`config.mk`:
```
export PLATFORM = sky130hd
export DESIGN_NAME = pixel_readout_ctrl
export DESIGN_NICKNAME = d
export VERILOG_FILES = /design/src/rtl/pixel_ctrl_pkg.sv /design/src/rtl/pixel_conv_counter.sv /design/src/rtl/pixel_readout_ctrl.sv
export SDC_FILE = /design/constraint.sdc
export NUM_CORES = 1
export LEC_CHECK = 0
export BUFFER_PORTS_ARGS = -buffer_cell sky130_fd_sc_hd__buf_4
export CAP_MARGIN = 0
export CORE_ASPECT_RATIO = 0.5
export CORE_MARGIN = 2
export CORE_UTILIZATION = 40
export CTS_CLUSTER_DIAMETER = 60
export DETAILED_ROUTE_END_ITERATION = 8
export PLACE_DENSITY_LB_ADDON = 0.08
export SLEW_MARGIN = 10
export SYNTH_ARGS = -nofsm -noshare
export SYNTH_HDL_FRONTEND = slang
export SYNTH_SLANG_ARGS = --single-unit
export TNS_END_PERCENT = 20
```
`constraint.sdc`:
```
create_clock -name clk -period 2.1 [get_ports clk]
set_clock_uncertainty 0.05 [all_clocks]
set_input_delay 0.21 -clock clk [delete_from_list [all_inputs] [get_ports clk]]
set_output_delay 0.21 -clock clk [all_outputs]
set_load 0.005 [all_outputs]
```
`src/rtl/pixel_ctrl_pkg.sv`:
```
// Shared types and helpers for the pixel readout sequencer.
// Gray/binary helpers work on 32-bit values; callers zero-extend and truncate.
package pixel_ctrl_pkg;

  localparam int unsigned STATE_W = 3;

  typedef enum logic [STATE_W-1:0] {
    ST_IDLE    = 3'd0,
    ST_ERASE   = 3'd1,
    ST_EXPOSE  = 3'd2,
    ST_CONVERT = 3'd3,
    ST_GAP     = 3'd4,
    ST_RD_SEL  = 3'd5,
    ST_RD_CAP  = 3'd6,
    ST_RD_HOLD = 3'd7
  } state_e;

  // Binary to reflected Gray code
  function automatic logic [31:0] bin2gray(input logic [31:0] b);
    return b ^ (b >> 1);
  endfunction

  // Reflected Gray code back to binary (prefix XOR from the MSB down)
  function automatic logic [31:0] gray2bin(input logic [31:0] g);
    logic [31:0] b;
    b[31] = g[31];
    for (int i = 30; i >= 0; i--) begin
      b[i] = b[i+1] ^ g[i];
    end
    return b;
  endfunction

endpackage

```
`src/rtl/pixel_conv_counter.sv`:
```
// Saturating N-bit conversion counter with clear/enable and terminal-count flag.
// code_nxt_c is the (optionally Gray-encoded, GRAY_COUNT_EN) value the counter
// will hold after this edge, so the top can register it straight onto the bus.
module pixel_conv_counter
  import pixel_ctrl_pkg::*;
#(
  parameter int unsigned N = 8
) (
  input  logic         clk,
  input  logic         rst_n,
  input  logic         clr,
  input  logic         en,
  output logic         tc_c,
  output logic [N-1:0] code_nxt_c
);

  logic [N-1:0] cnt_q, cnt_d;

  assign tc_c = (cnt_q == {N{1'b1}});

  // Next count: clear wins, then increment, holding at the terminal value
  always_comb begin
    cnt_d = cnt_q;
    if (clr) begin
      cnt_d = '0;
    end else if (en && !tc_c) begin
      cnt_d = cnt_q + N'(1);
    end
  end

  // Bus code for the next count
  always_comb begin
`ifdef GRAY_COUNT_EN
    code_nxt_c = N'(bin2gray(32'(cnt_d)));
`else
    code_nxt_c = cnt_d;
`endif
  end

  // Count register
  always_ff @(posedge clk or negedge rst_n) begin
    if (!rst_n) begin
      cnt_q <= '0;
    end else begin
      cnt_q <= cnt_d;
    end
  end

endmodule

```
`src/rtl/pixel_readout_ctrl.sv`:
```
// Frame sequencer for the pixel array: erase, expose, single-slope conversion
// (bus driven with the ramp code), then per-row capture on a valid/ready port.
// Build option: GRAY_COUNT_EN puts Gray code on the bus and decodes captures.
module pixel_readout_ctrl
  import pixel_ctrl_pkg::*;
#(
  parameter int unsigned N          = 8,
  parameter int unsigned NUM_ROWS   = 4,
  parameter int unsigned ERASE_CYC  = 5,
  parameter int unsigned EXPOSE_CYC = 255,
  localparam int unsigned ROW_W     = (NUM_ROWS > 1) ? $clog2(NUM_ROWS) : 1
) (
  input  logic                clk,
  input  logic                rst_n,
  input  logic                start,
  output logic                erase,
  output logic                expose,
  output logic                ramp_en,
  output logic [N-1:0]        data_out,
  output logic                data_oe,
  input  logic [N-1:0]        data_in,
  output logic [NUM_ROWS-1:0] read,
  output logic [N-1:0]        pix_data,
  output logic [ROW_W-1:0]    pix_row,
  output logic                pix_valid,
  input  logic                pix_ready,
  output logic                busy,
  output logic                frame_done
);

  localparam int unsigned PH_MAX = (ERASE_CYC > EXPOSE_CYC) ? ERASE_CYC : EXPOSE_CYC;
  localparam int unsigned PH_W   = $clog2(PH_MAX + 1);
  localparam logic [ROW_W-1:0] LAST_ROW = ROW_W'(NUM_ROWS - 1);

  state_e              state_q, state_d;
  logic [PH_W-1:0]     ph_q, ph_d;
  logic [ROW_W-1:0]    row_q, row_d;

  logic                erase_q, erase_d;
  logic                expose_q, expose_d;
  logic                ramp_en_q, ramp_en_d;
  logic [N-1:0]        data_out_q, data_out_d;
  logic                data_oe_q, data_oe_d;
  logic [NUM_ROWS-1:0] read_q, read_d;
  logic [N-1:0]        pix_data_q, pix_data_d;
  logic [ROW_W-1:0]    pix_row_q, pix_row_d;
  logic                pix_valid_q, pix_valid_d;
  logic                busy_q, busy_d;
  logic                frame_done_q, frame_done_d;

  logic                conv_tc_c;
  logic [N-1:0]        conv_code_c;
  logic [N-1:0]        cap_code_c;

  pixel_conv_counter #(.N(N)) u_conv_counter (
    .clk        (clk),
    .rst_n      (rst_n),
    .clr        (state_q != ST_CONVERT),
    .en         (state_q == ST_CONVERT),
    .tc_c       (conv_tc_c),
    .code_nxt_c (conv_code_c)
  );

  // Bus value as a binary code
  always_comb begin
`ifdef GRAY_COUNT_EN
    cap_code_c = N'(gray2bin(32'(data_in)));
`else
    cap_code_c = data_in;
`endif
  end

  // State, phase counter and row index registers
  always_ff @(posedge clk or negedge rst_n) begin
    if (!rst_n) begin
      state_q <= ST_IDLE;
      ph_q    <= '0;
      row_q   <= '0;
    end else begin
      state_q <= state_d;
      ph_q    <= ph_d;
      row_q   <= row_d;
    end
  end

  // Next state, phase count and row index
  always_comb begin
    state_d = state_q;
    ph_d    = ph_q;
    row_d   = row_q;
    case (state_q)
      ST_IDLE: begin
        ph_d = '0;
        if (start) state_d = ST_ERASE;
      end
      ST_ERASE: begin
        if (ph_q == PH_W'(ERASE_CYC - 1)) begin
          ph_d    = '0;
          state_d = ST_EXPOSE;
        end else begin
          ph_d = ph_q + PH_W'(1);
        end
      end
      ST_EXPOSE: begin
        if (ph_q == PH_W'(EXPOSE_CYC - 1)) begin
          ph_d    = '0;
          state_d = ST_CONVERT;
        end else begin
          ph_d = ph_q + PH_W'(1);
        end
      end
      ST_CONVERT: begin
        if (conv_tc_c) state_d = ST_GAP;
      end
      ST_GAP: begin
        row_d   = '0;
        state_d = ST_RD_SEL;
      end
      ST_RD_SEL: state_d = ST_RD_CAP;
      ST_RD_CAP: state_d = ST_RD_HOLD;
      ST_RD_HOLD: begin
        if (pix_valid_q && pix_ready) begin
          if (row_q == LAST_ROW) begin
            state_d = ST_IDLE;
          end else begin
            row_d   = row_q + ROW_W'(1);
            state_d = ST_RD_SEL;
          end
        end
      end
      default: state_d = ST_IDLE;
    endcase
  end

  // Registered output values for the coming cycle
  always_comb begin
    erase_d      = (state_d == ST_ERASE);
    expose_d     = (state_d == ST_EXPOSE);
    ramp_en_d    = (state_d == ST_CONVERT);
    data_oe_d    = (state_d == ST_CONVERT);
    data_out_d   = (state_d == ST_CONVERT) ? conv_code_c : '0;
    read_d       = '0;
    pix_data_d   = pix_data_q;
    pix_row_d    = pix_row_q;
    pix_valid_d  = pix_valid_q;
    busy_d       = (state_d != ST_IDLE);
    frame_done_d = (state_q == ST_RD_HOLD) && (state_d == ST_IDLE);
    if ((state_d == ST_RD_SEL) || (state_d == ST_RD_CAP)) begin
      read_d = NUM_ROWS'(1) << row_d;
    end
    if (state_q == ST_RD_CAP) begin
      pix_data_d  = cap_code_c;
      pix_row_d   = row_q;
      pix_valid_d = 1'b1;
    end else if ((state_q == ST_RD_HOLD) && pix_valid_q && pix_ready) begin
      pix_valid_d = 1'b0;
    end
  end

  // Output registers
  always_ff @(posedge clk or negedge rst_n) begin
    if (!rst_n) begin
      erase_q      <= 1'b0;
      expose_q     <= 1'b0;
      ramp_en_q    <= 1'b0;
      data_out_q   <= '0;
      data_oe_q    <= 1'b0;
      read_q       <= '0;
      pix_data_q   <= '0;
      pix_row_q    <= '0;
      pix_valid_q  <= 1'b0;
      busy_q       <= 1'b0;
      frame_done_q <= 1'b0;
    end else begin
      erase_q      <= erase_d;
      expose_q     <= expose_d;
      ramp_en_q    <= ramp_en_d;
      data_out_q   <= data_out_d;
      data_oe_q    <= data_oe_d;
      read_q       <= read_d;
      pix_data_q   <= pix_data_d;
      pix_row_q    <= pix_row_d;
      pix_valid_q  <= pix_valid_d;
      busy_q       <= busy_d;
      frame_done_q <= frame_done_d;
    end
  end

  assign erase      = erase_q;
  assign expose     = expose_q;
  assign ramp_en    = ramp_en_q;
  assign data_out   = data_out_q;
  assign data_oe    = data_oe_q;
  assign read       = read_q;
  assign pix_data   = pix_data_q;
  assign pix_row    = pix_row_q;
  assign pix_valid  = pix_valid_q;
  assign busy       = busy_q;
  assign frame_done = frame_done_q;

endmodule
```
==> qor.tcl <==
set qor(instances_no_fill) 355
set qor(max_buffers_root_to_sink) 2
set qor(finalNetCount) 297
set qor(syn_inst) 238
set qor(proportion_of_netlist_area_held_by_the_largest_area_contributor) 0.5104
set qor(die_h_um) 58.80
set qor(number_of_antenna_violations_at_the_first_check_in_global_routing) 0
set qor(vdd.ir_drop.worst_mv) 0.5538
set qor(worst_slew_pin_slew_ns) 0.6064
set qor(grt_overflow) 0
set qor(post-route-drc-count) 0
set qor(insertion_delay_ns) 0.29
set qor(timing.critical_path.fanout_max) 7
set qor(finalSetupTns_ns) 0
set qor(maxSlewHeadroom) 0.5958
set qor(fin_ws_ns) 0.1246
set qor(timing.critical_path.cells) {inv_1 > ha_1 > nor4b_4 > a311oi_1 > a211o_1 > mux2i_2 > nor4_1}
set qor(grt_pass1_wl_mm) 8.045
set qor(route.detailed.vias_per_inst) 5.197
set qor(place_hpwl_mm) 3.455
set qor(clk_transition_reported_paths_ns) 0.07
set qor(numCtsBuffers) 5
set qor(clock_tree_from_tritoncts) {yes}
set qor(io_buffer_count) 40
set qor(worstSetupEndpointType) {flop}
set qor(timing.fmax_mhz) 506.2
set qor(antenna_cells_inserted) 0
set qor(pre_cts_slack_ns) 0.1393
set qor(synth.ff_latch_count) 49
set qor(setup.worst_path.class) {reg -> reg}
set qor(postPlaceCellArea_um2) 2793
set qor(post-cts-setup-buffers) 0
set qor(leakage_nw) 1.398
set qor(vias) 1845
set qor(timing.critical_path.max_delay_family) {simple AND/OR/NAND/NOR gates}
set qor(dieArea_um2) 6679
set qor(synth_enable_flop_cells) 0
set qor(final_wtd_congestion) 0.7988
set qor(reg2regPathDepth) 7
set qor(worst_hold_path_type) {in -> reg}
set qor(initial_utilization) 0.4264
set qor(final.min_clock_period_ns) 1.975
set qor(root_driver) {sky130_fd_sc_hd__clkbuf_16}
set qor(critical_path_depth) 7
set qor(fp.coreArea_um2) 5634
set qor(areaGrowthSynthToFinish_pct) 24.22
set qor(cp.buffers_inverters) 1
set qor(drv_slew) 0
set qor(finalSetupViolations) 0
set qor(wl_per_cell_um) 13.58
set qor(postLayoutCellArea_um2) 2984
set qor(netlist_top_cells_area) {sky130_fd_sc_hd__dfrtp_1 51%, sky130_fd_sc_hd__mux2_2 4.2%, sky130_fd_sc_hd__nand2_1 3.8%}
set qor(syn_nets) 254
set qor(antenna_violating_nets_post_route) 0
set qor(wirelength_mm) 4.821
set qor(finalHoldViolCount) 0
set qor(number_of_unique_standard_cell_types_used_by_synthesis) 51
set qor(count_of_routing_violations_after_the_opening_detailed_route_iteration) 83
set qor(power.density_cell_area_nw_per_um2) 963.4
set qor(ioPinCount) 41
set qor(mapped_cell_area_um2) 2402
set qor(htree_num_levels) 2
set qor(cp_data_arrival_time_ns) 2.11
set qor(drv_cap) 0
set qor(grt_start_max_net_pins) 50
set qor(yosysTopAreaCell) {sky130_fd_sc_hd__dfrtp_1}
set qor(grt_util_all_layers) 0.1574
set qor(worst_ep_required_time_ns) 2.24
set qor(numPlacedInstances) 346
set qor(postSynth.topFlopCell) {sky130_fd_sc_hd__dfrtp_1}
set qor(yosys_warn_count) 0
set qor(result_of_the_run) {finished, final reports clean}
set qor(cts_sinks) 49
set qor(cp_slowest_cell) {sky130_fd_sc_hd__dfrtp_1}
set qor(crit_start_category) {flop}
set qor(avgSynthCellArea_um2) 10.09
set qor(first_pass_detailed_route_iteration_total) 4
set qor(seq_area_frac_synth) 0.5104
set qor(first_global_vias) 1720
set qor(critical-path-max-stage-delay_ns) 0.46
set qor(finalCritPeriodShare) 0.9407
set qor(async_flop_share) 1.000
set qor(hold_path_depth) 2
set qor(floorplan.die.width_um) 113.6
set qor(final_layout_size_suffix_gt1_frac) 0.2730
set qor(grt_setup_unrepaired) {no}
set qor(floorplan.rows) 19
[stage by stage]
stage | hold slack, ns | total power (W) | utilization
final | 0.09464 | 0.002875 | 0.5296
after global routing | 0.09230 | 0.003051 | 0.5296
after CTS | 0.08973 | 0.002868 | 0.5274
after detailed placement | 0.2182 | 0.001936 | 0.4957
after global placement | 0.2131 | 0.001926 | 0.4957
after floorplan | -0.1356 | 0.001684 | -
[sequential cells by signal, indices dropped and copies added (netlist names)]
signal,count
busy,1
data_oe,1
data_out,8
erase,1
expose,1
frame_done,1
ph_q,8
pix_data,8
pix_row,2
pix_valid,1
read,4
row_q,2
state_q,3
u_conv_counter.cnt_q,8
[path summary, 6_finish.rpt]
check | start | endpoint | slack [ns]
min in group asynchronous | rst_n | pix_data[7]$_DFFE_PN0P_ | 0.41
worst min register to register | pix_row[0]$_DFFE_PN0P_ | pix_row[0]$_DFFE_PN0P_ | 0.44
worst max register to register | ph_q[1]$_DFFE_PN0P_ | read[1]$_DFF_PN0_ | 0.12
worst min-delay path | data_in[5] | pix_data[5]$_DFFE_PN0P_ | 0.09
worst max-delay path | ph_q[1]$_DFFE_PN0P_ | read[1]$_DFF_PN0_ | 0.12
max in group asynchronous | rst_n | ph_q[0]$_DFFE_PN0P_ | 1.13
[power breakdown]
part / leakage [nW] / internal (W) / total (W) / switching, W
registers: 0.642 / 0.00104 / 0.00118 / 0.000143
clock network: 0.0842 / 0.000564 / 0.000916 / 0.000352
logic: 0.672 / 0.000375 / 0.000775 / 0.000400
[cells by family (layout without fill, tap and decap cells)]
logic type               count (synthesis)  count (layout)  synth area share
XOR/XNOR                                 9               9           0.03281
multiplexers                            13              13           0.06042
AO/OA/AOI/OAI                           40              40            0.1125
buffers and inverters                   21              65           0.03802
AND/OR/NAND/NOR                        102             102            0.2250
flip-flops                              49              49            0.5104
adder cells (fa/ha/maj)                  4               4           0.02083
[Yosys cell counts, types with 3 or more instances]
cell type and number:
sky130_fd_sc_hd__a21oi_1 7, sky130_fd_sc_hd__nand2b_1 4, sky130_fd_sc_hd__nand3_1 12, sky130_fd_sc_hd__dfrtp_1 49, sky130_fd_sc_hd__xor2_1 4, sky130_fd_sc_hd__nor3_1 10, sky130_fd_sc_hd__ha_1 4, sky130_fd_sc_hd__nor2_1 22
sky130_fd_sc_hd__inv_1 7, sky130_fd_sc_hd__and4_1 4, sky130_fd_sc_hd__xnor2_1 5, sky130_fd_sc_hd__and3_1 6, sky130_fd_sc_hd__or3_1 3, sky130_fd_sc_hd__o21ai_0 13, sky130_fd_sc_hd__clkbuf_1 5, sky130_fd_sc_hd__buf_2 6
sky130_fd_sc_hd__nand2_1 24, sky130_fd_sc_hd__mux2i_1 3, sky130_fd_sc_hd__mux2_2 9
[cells in the final DEF, fill, tap and decap left out, drive strengths merged, types with 2 or more instances in the layout]
master	instances
a21o	2
a21oi	7
a22o	2
and2	2
and3	6
and4	4
buf	48
clkbuf	5
dfrtp	49
ha	4
inv	9
mux2	9
mux2i	4
nand2	24
nand2b	4
nand3	12
nand3b	2
nand4	3
nor2	22
nor3	10
nor4	2
o211ai	2
o21ai	16
o22ai	2
or2	2
or3	3
xnor2	5
xor2	4
[worst reg2reg max path, cell delays in order, from the launching register on]
cell,delay [ns]
sky130_fd_sc_hd__dfrtp_1,0.46
sky130_fd_sc_hd__inv_1,0.09
sky130_fd_sc_hd__ha_1,0.14
sky130_fd_sc_hd__nor4b_4,0.22
sky130_fd_sc_hd__a311oi_1,0.13
sky130_fd_sc_hd__a211o_1,0.34
sky130_fd_sc_hd__mux2i_2,0.19
sky130_fd_sc_hd__nor4_1,0.26
[layout make-up]
| cell class | count | area, um2 |
|---|---|---|
| clock inverter | 3 | 43.79 |
| fill | 538 | 2650 |
| inverter | 8 | 30.03 |
| tap | 73 | 91.34 |
| multi-input combinational | 168 | 1096 |
| timing repair buffer | 49 | 370.4 |
| clock buffer | 5 | 125.1 |
| sequential | 49 | 1227 |
[routing by layer]
layer / global-route usage / wire length [um]
met1: 0.2083 / 2306
met2: 0.2472 / 2231
met3: 0.05149 / 232
met4: 0.05575 / 52
met5: 0 / 0
[timing repair]
item	in CTS	in global routing
hold buffers	1	0
hold endpoints to repair	49	0
gates resized for setup	0	2
setup endpoints to repair	0	2
Note: power is estimated with default switching activity, not from simulation.
